$ cat config.mk
export PLATFORM = sky130hd
export DESIGN_NAME = dict_fifo_nlane
export DESIGN_NICKNAME = d
export VERILOG_FILES = /design/src/rtl/dict_fifo_nlane.sv
export SDC_FILE = /design/constraint.sdc
export NUM_CORES = 1
export LEC_CHECK = 0
export CAP_MARGIN = 20
export CORE_ASPECT_RATIO = 1.25
export CORE_UTILIZATION = 28
export DETAILED_ROUTE_END_ITERATION = 8
export HOLD_SLACK_MARGIN = 0.02
export RECOVER_POWER = 25
export SYNTH_ARGS = -nofsm -noshare
export SYNTH_HDL_FRONTEND = slang
export SYNTH_SLANG_ARGS = --single-unit
$ cat constraint.sdc
create_clock -name i_clk -period 4.8 [get_ports i_clk]
set_input_delay 1.2 -clock i_clk [delete_from_list [all_inputs] [get_ports i_clk]]
set_output_delay 1.2 -clock i_clk [all_outputs]
set_load 0.005 [all_outputs]
$ cat src/rtl/dict_fifo_nlane.sv
// -----------------------------------------------------------------------------
// dict_fifo_nlane
//
// Multi-lane dictionary FIFO for the word decompressor. Each of LANES write
// lanes owns a circular ring of DEPTH entries and overwrites its oldest entry
// once the ring has wrapped. All LANES*DEPTH entries are exposed in parallel
// for match/lookup, and a registered indexed read port returns one entry.
// A synchronous flush restores the preload state between compressed blocks.
//
// Flat entry index k = slot*LANES + lane, so lane slots are interleaved.
//
// Ports:
//   i_clk       clock, rising edge
//   i_reset     synchronous active-low reset
//   i_clear     synchronous flush back to the preload state
//   i_wr        per-lane write strobes
//   i_wdata     per-lane write data, lane l at [l*DATA_WIDTH +: DATA_WIDTH]
//   i_rd_en     indexed read request
//   i_rd_idx    flat index to read
//   o_rd_data   registered read data (0 for an index past the last entry)
//   o_rd_valid  o_rd_data was produced by a read issued last cycle
//   o_data      all entries, entry k at [k*DATA_WIDTH +: DATA_WIDTH]
//   o_valid     bit k set once entry k has been written since reset/clear
//   o_fill      per-lane fill count, lane l at [l*CW +: CW]
//   o_full      per-lane full flag (fill == DEPTH)
// -----------------------------------------------------------------------------
module dict_fifo_nlane #(
  parameter int DATA_WIDTH = 32,
  parameter int LANES      = 2,
  parameter int DEPTH      = 8,
  parameter int IDX_W      = $clog2(LANES * DEPTH),
  parameter int CW         = $clog2(DEPTH + 1)
) (
  input  logic                                i_clk,
  input  logic                                i_reset,
  input  logic                                i_clear,
  input  logic [LANES-1:0]                    i_wr,
  input  logic [LANES*DATA_WIDTH-1:0]         i_wdata,
  input  logic                                i_rd_en,
  input  logic [IDX_W-1:0]                    i_rd_idx,
  output logic [DATA_WIDTH-1:0]               o_rd_data,
  output logic                                o_rd_valid,
  output logic [LANES*DEPTH*DATA_WIDTH-1:0]   o_data,
  output logic [LANES*DEPTH-1:0]              o_valid,
  output logic [LANES*CW-1:0]                 o_fill,
  output logic [LANES-1:0]                    o_full
);

  localparam int ENTRIES = LANES * DEPTH;
  localparam int PW      = $clog2(DEPTH);

  // Packed arrays so the flat output vectors are plain wiring of the state.
  logic [ENTRIES-1:0][DATA_WIDTH-1:0] data_q;
  logic [ENTRIES-1:0]                 valid_q;
  logic [LANES-1:0][PW-1:0]           ptr_q;
  logic [LANES-1:0][CW-1:0]           fill_q;
  logic [LANES-1:0]                   full_q;
  logic [DATA_WIDTH-1:0]              rd_data_q;
  logic                               rd_valid_q;
  logic                               in_range;

  // Preload pattern: the low nibble of the flat index replicated across the word.
  function automatic logic [DATA_WIDTH-1:0] preload(input int k);
    logic [3:0] nib;
    nib = k[3:0];
    return {(DATA_WIDTH / 4){nib}};
  endfunction

  // An out-of-range index only exists when the index space is not exactly filled.
  generate
    if ((1 << IDX_W) > ENTRIES) begin : g_range_check
      assign in_range = (i_rd_idx < IDX_W'(ENTRIES));
    end else begin : g_range_full
      assign in_range = 1'b1;
    end
  endgenerate

  always_ff @(posedge i_clk) begin
    if (!i_reset || i_clear) begin
      // NOTE: the dictionary must come back to a non-zero preload pattern, so
      // the entries are reset flops rather than an inferable RAM.
      for (int k = 0; k < ENTRIES; k++) begin
        data_q[k] <= preload(k);
      end
      valid_q    <= '0;
      ptr_q      <= '0;
      fill_q     <= '0;
      full_q     <= '0;
      rd_data_q  <= '0;
      rd_valid_q <= 1'b0;
    end else begin
      // Entry k belongs to lane k%LANES, slot k/LANES; it is written when its
      // lane strobes and that lane's pointer sits on its slot.
      for (int k = 0; k < ENTRIES; k++) begin
        if (i_wr[k % LANES] && (ptr_q[k % LANES] == PW'(k / LANES))) begin
          // NOTE: non-blocking assignments here, so the read below still sees
          // the pre-write contents of an entry written in the same cycle.
          data_q[k]  <= i_wdata[(k % LANES) * DATA_WIDTH +: DATA_WIDTH];
          valid_q[k] <= 1'b1;
        end
      end

      for (int l = 0; l < LANES; l++) begin
        if (i_wr[l]) begin
          // DEPTH is a power of two, so the pointer wraps by overflow.
          ptr_q[l] <= ptr_q[l] + 1'b1;
          if (!full_q[l]) begin
            fill_q[l] <= fill_q[l] + 1'b1;
          end
          if (fill_q[l] == CW'(DEPTH - 1)) begin
            full_q[l] <= 1'b1;
          end
        end
      end

      rd_valid_q <= i_rd_en;
      if (i_rd_en) begin
        rd_data_q <= in_range ? data_q[i_rd_idx] : '0;
      end
    end
  end

  assign o_data     = data_q;
  assign o_valid    = valid_q;
  assign o_fill     = fill_q;
  assign o_full     = full_q;
  assign o_rd_data  = rd_data_q;
  assign o_rd_valid = rd_valid_q;

endmodule
==> out/metrics.cfg <==
[layout]
mostFrequentLayoutCells=nand2_1 (1029), dfxtp_1 (577), clkdlybuf4s50_1 (509)
instances_no_fill=4589
fillers=8660
syn_to_final_growth_pct=37.7
layout.nets=3472
final_common_cell=nand2_1
layout-drive-gt1-share_pct=7.88

[logic_synthesis]
yosysWarnings=0
mappedNetlistArea_sq_um=24400
synth_top_area_cell=dfxtp_1
yosysSeqAreaShare_pct=47.4
synth_cell_types=30
synth_top_area_share_pct=47.4
mappedNetlistNets=2989
syn_area_per_cell_sq_um=8.39
ys_top_cells_by_area=dfxtp_1 (47%), nand2_1 (16%), mux2i_1 (6.7%), mux4_2 (5.7%), nand3_1 (5.4%)
netlist_instances=2901
synth-seq-cells=577

[sta]
hold_viol_final=0
finClkSkew_ns=0.0201
finalSetupTns_ns=0
tightest_slew_ns=2.25
rsz0062_at_grt=no
maxSlewViolCount=240
slew_headroom_pct=-50.3
period_minus_slack_ns=3.88
finalSetupViolations=0
finalCritPeriodShare_pct=80.9
max_freq_ghz=0.257

[die]
rows=120
start_util_pct=28.4
core_sq_um=85900
ios=645
die_width_um=266
die-area_sq_um=88200
die_height_um=332

[global_route]
first_global_vias=22300
track_usage_pct=25.6
grt_first_pass_wirelength_um=165000
grt_max_degree=157
antenna_found_initial=8
grt_overflow=0

[run_status]
violations=max-capacitance violations, max-slew violations
status=complete, but fails checks

[worst_setup_path]
reg2reg_slack_ns=1.95
crit_path_end_kind=flip-flop
crit_fanout=16
crit_path_start_kind=primary input
max_stage_delay_ns=1.41
r2r_start=ptr_q[0]
worstPathArrival_ns=4.41
crit_chain=dlygate4sd3_1, nor2b_1, and2_1, nand2_1, buf_4, o21ai_0
startpoint=i_clear
worstRegToRegCells=5
slowest_stage=nor2b_1
reg2reg_to=o_data[282]
crit_end=o_rd_data[7]
critPathKind=in -> reg
worstPathRequired_ns=5.33

[pwr]
p_leak_nw=13.1
p_total_mw=10.9
powerDensity_nw_per_um2=324
irDropWorstVdd_mv=0.210

[detailed_routing]
drc=0
postRouteAntennaNets=0
postRouteWirelength_um=116000
drt-wirelength-per-cell_um=25.4
vias=23200
first_pass_iters=6
avgViaCountPerCell=5.06
drt-initial-drc-count=2014

[job]
drv_cap=4

[clock_tree]
root_buffer=clkbuf_16
cts_resized=0
clock_path_buffers=3
insertion_delay_ns=0.61
tritoncts=yes
cts_hold_buf=0
cts_setup_buffers=0
h-tree-depth=3
cts_sinks=577
path_clk_slew_ns=0.06
cts_made_buffers=67

[worst_hold_path]
hold_class=reg -> reg

[placement]
dp_hpwl_um=81100
port_buffers=644
place_congestion=0.833
dp.cells=4473

[worst min path at each step]
| stage | end | slack, ns | cells past startpoint | startpoint |
|---|---|---|---|---|
| final | o_valid[8] | 0.47 | 2 | o_valid[8] |
| after CTS | o_data[66] | 0.47 | 2 | o_data[66] |
| after floorplan | o_rd_data[30] | 0.45 | 2 | o_rd_data[30] |
| after global routing | o_data[370] | 0.49 | 2 | o_data[370] |
| after global placement | o_valid[1] | 0.45 | 2 | o_valid[1] |
| after detailed placement | o_valid[12] | 0.46 | 2 | o_valid[12] |
[kinds of logic after synthesis]
family | count (synthesis) | share of synthesized area, %
AO/OA/AOI/OAI | 387 | 9.16
XOR/XNOR | 8 | 0.288
adder cells (fa/ha/maj) | 14 | 0.719
buffers and inverters | 306 | 6.76
flip-flops | 577 | 47.4
multiplexers | 228 | 12.7
AND/OR/NAND/NOR | 1381 | 22.9
[synth_stat cells (all sizes together)]
cell type  count
mux2i        163
o21ai         31
nor3b          1
and3           7
xor2           2
mux4          64
a32oi         32
dfxtp        577
nand2b         1
a21oi        256
nand4          2
ha            14
nor2b          7
nor2          50
xnor2          6
clkbuf       129
nand3        262
nand2       1039
and2          12
a22oi         64
a41oi          2
a211oi         2
buf          169
mux2           1
inv            8
[cell type report]
type / count / area, sq um / area share [%]
Sequential cell: 577 / 11600 / 34.4
Multi-Input combinational cell: 2018 / 11300 / 33.6
Timing Repair Buffer: 712 / 7080 / 21.1
Clock buffer: 99 / 1990 / 5.93
Tap cell: 1159 / 1450 / 4.32
Clock inverter: 14 / 154 / 0.459
Inverter: 8 / 30.0 / 0.0896
Antenna cell: 2 / 5.00 / 0.0149
[critical path: cells and delay by family]
family	cells	cell delay, ns
AO/OA/AOI/OAI	1	0.18
buffers and inverters	2	0.97
AND/OR/NAND/NOR	3	2.03
[metal layers]
layer	routed length [um]	global-route usage (%)	vias up
met5	26	0	-
met4	3820	8.55	4
met3	9700	6.67	192
met2	56500	43.7	1071
met1	46400	31.0	11300
li1	-	-	10700
[power breakdown]
part	internal, mW	switching, mW
Sequential	4.84	0.0435
Clock	2.97	2.14
Combinational	0.314	0.557
Total	8.12	2.74
[per-stage QoR]
stage	utilization (%)	worst slack [ns]	cell area, sq um	hold WS [ns]
after floorplan	-	2.39	24400	0.451
after global placement	36.5	0.893	31400	0.449
after detailed placement	36.5	0.895	31400	0.457
after CTS	39.0	1.54	33500	0.469
after global routing	39.0	0.800	33500	0.486
final	39.0	0.915	33500	0.466
[sequential cells by signal (all words and copies together), names as in the netlist]
name        cells
o_data        512
o_full          2
o_rd_data      32
ptr_q           6
o_rd_valid      1
o_valid        16
o_fill          8
(Power assumes the default switching activity.)
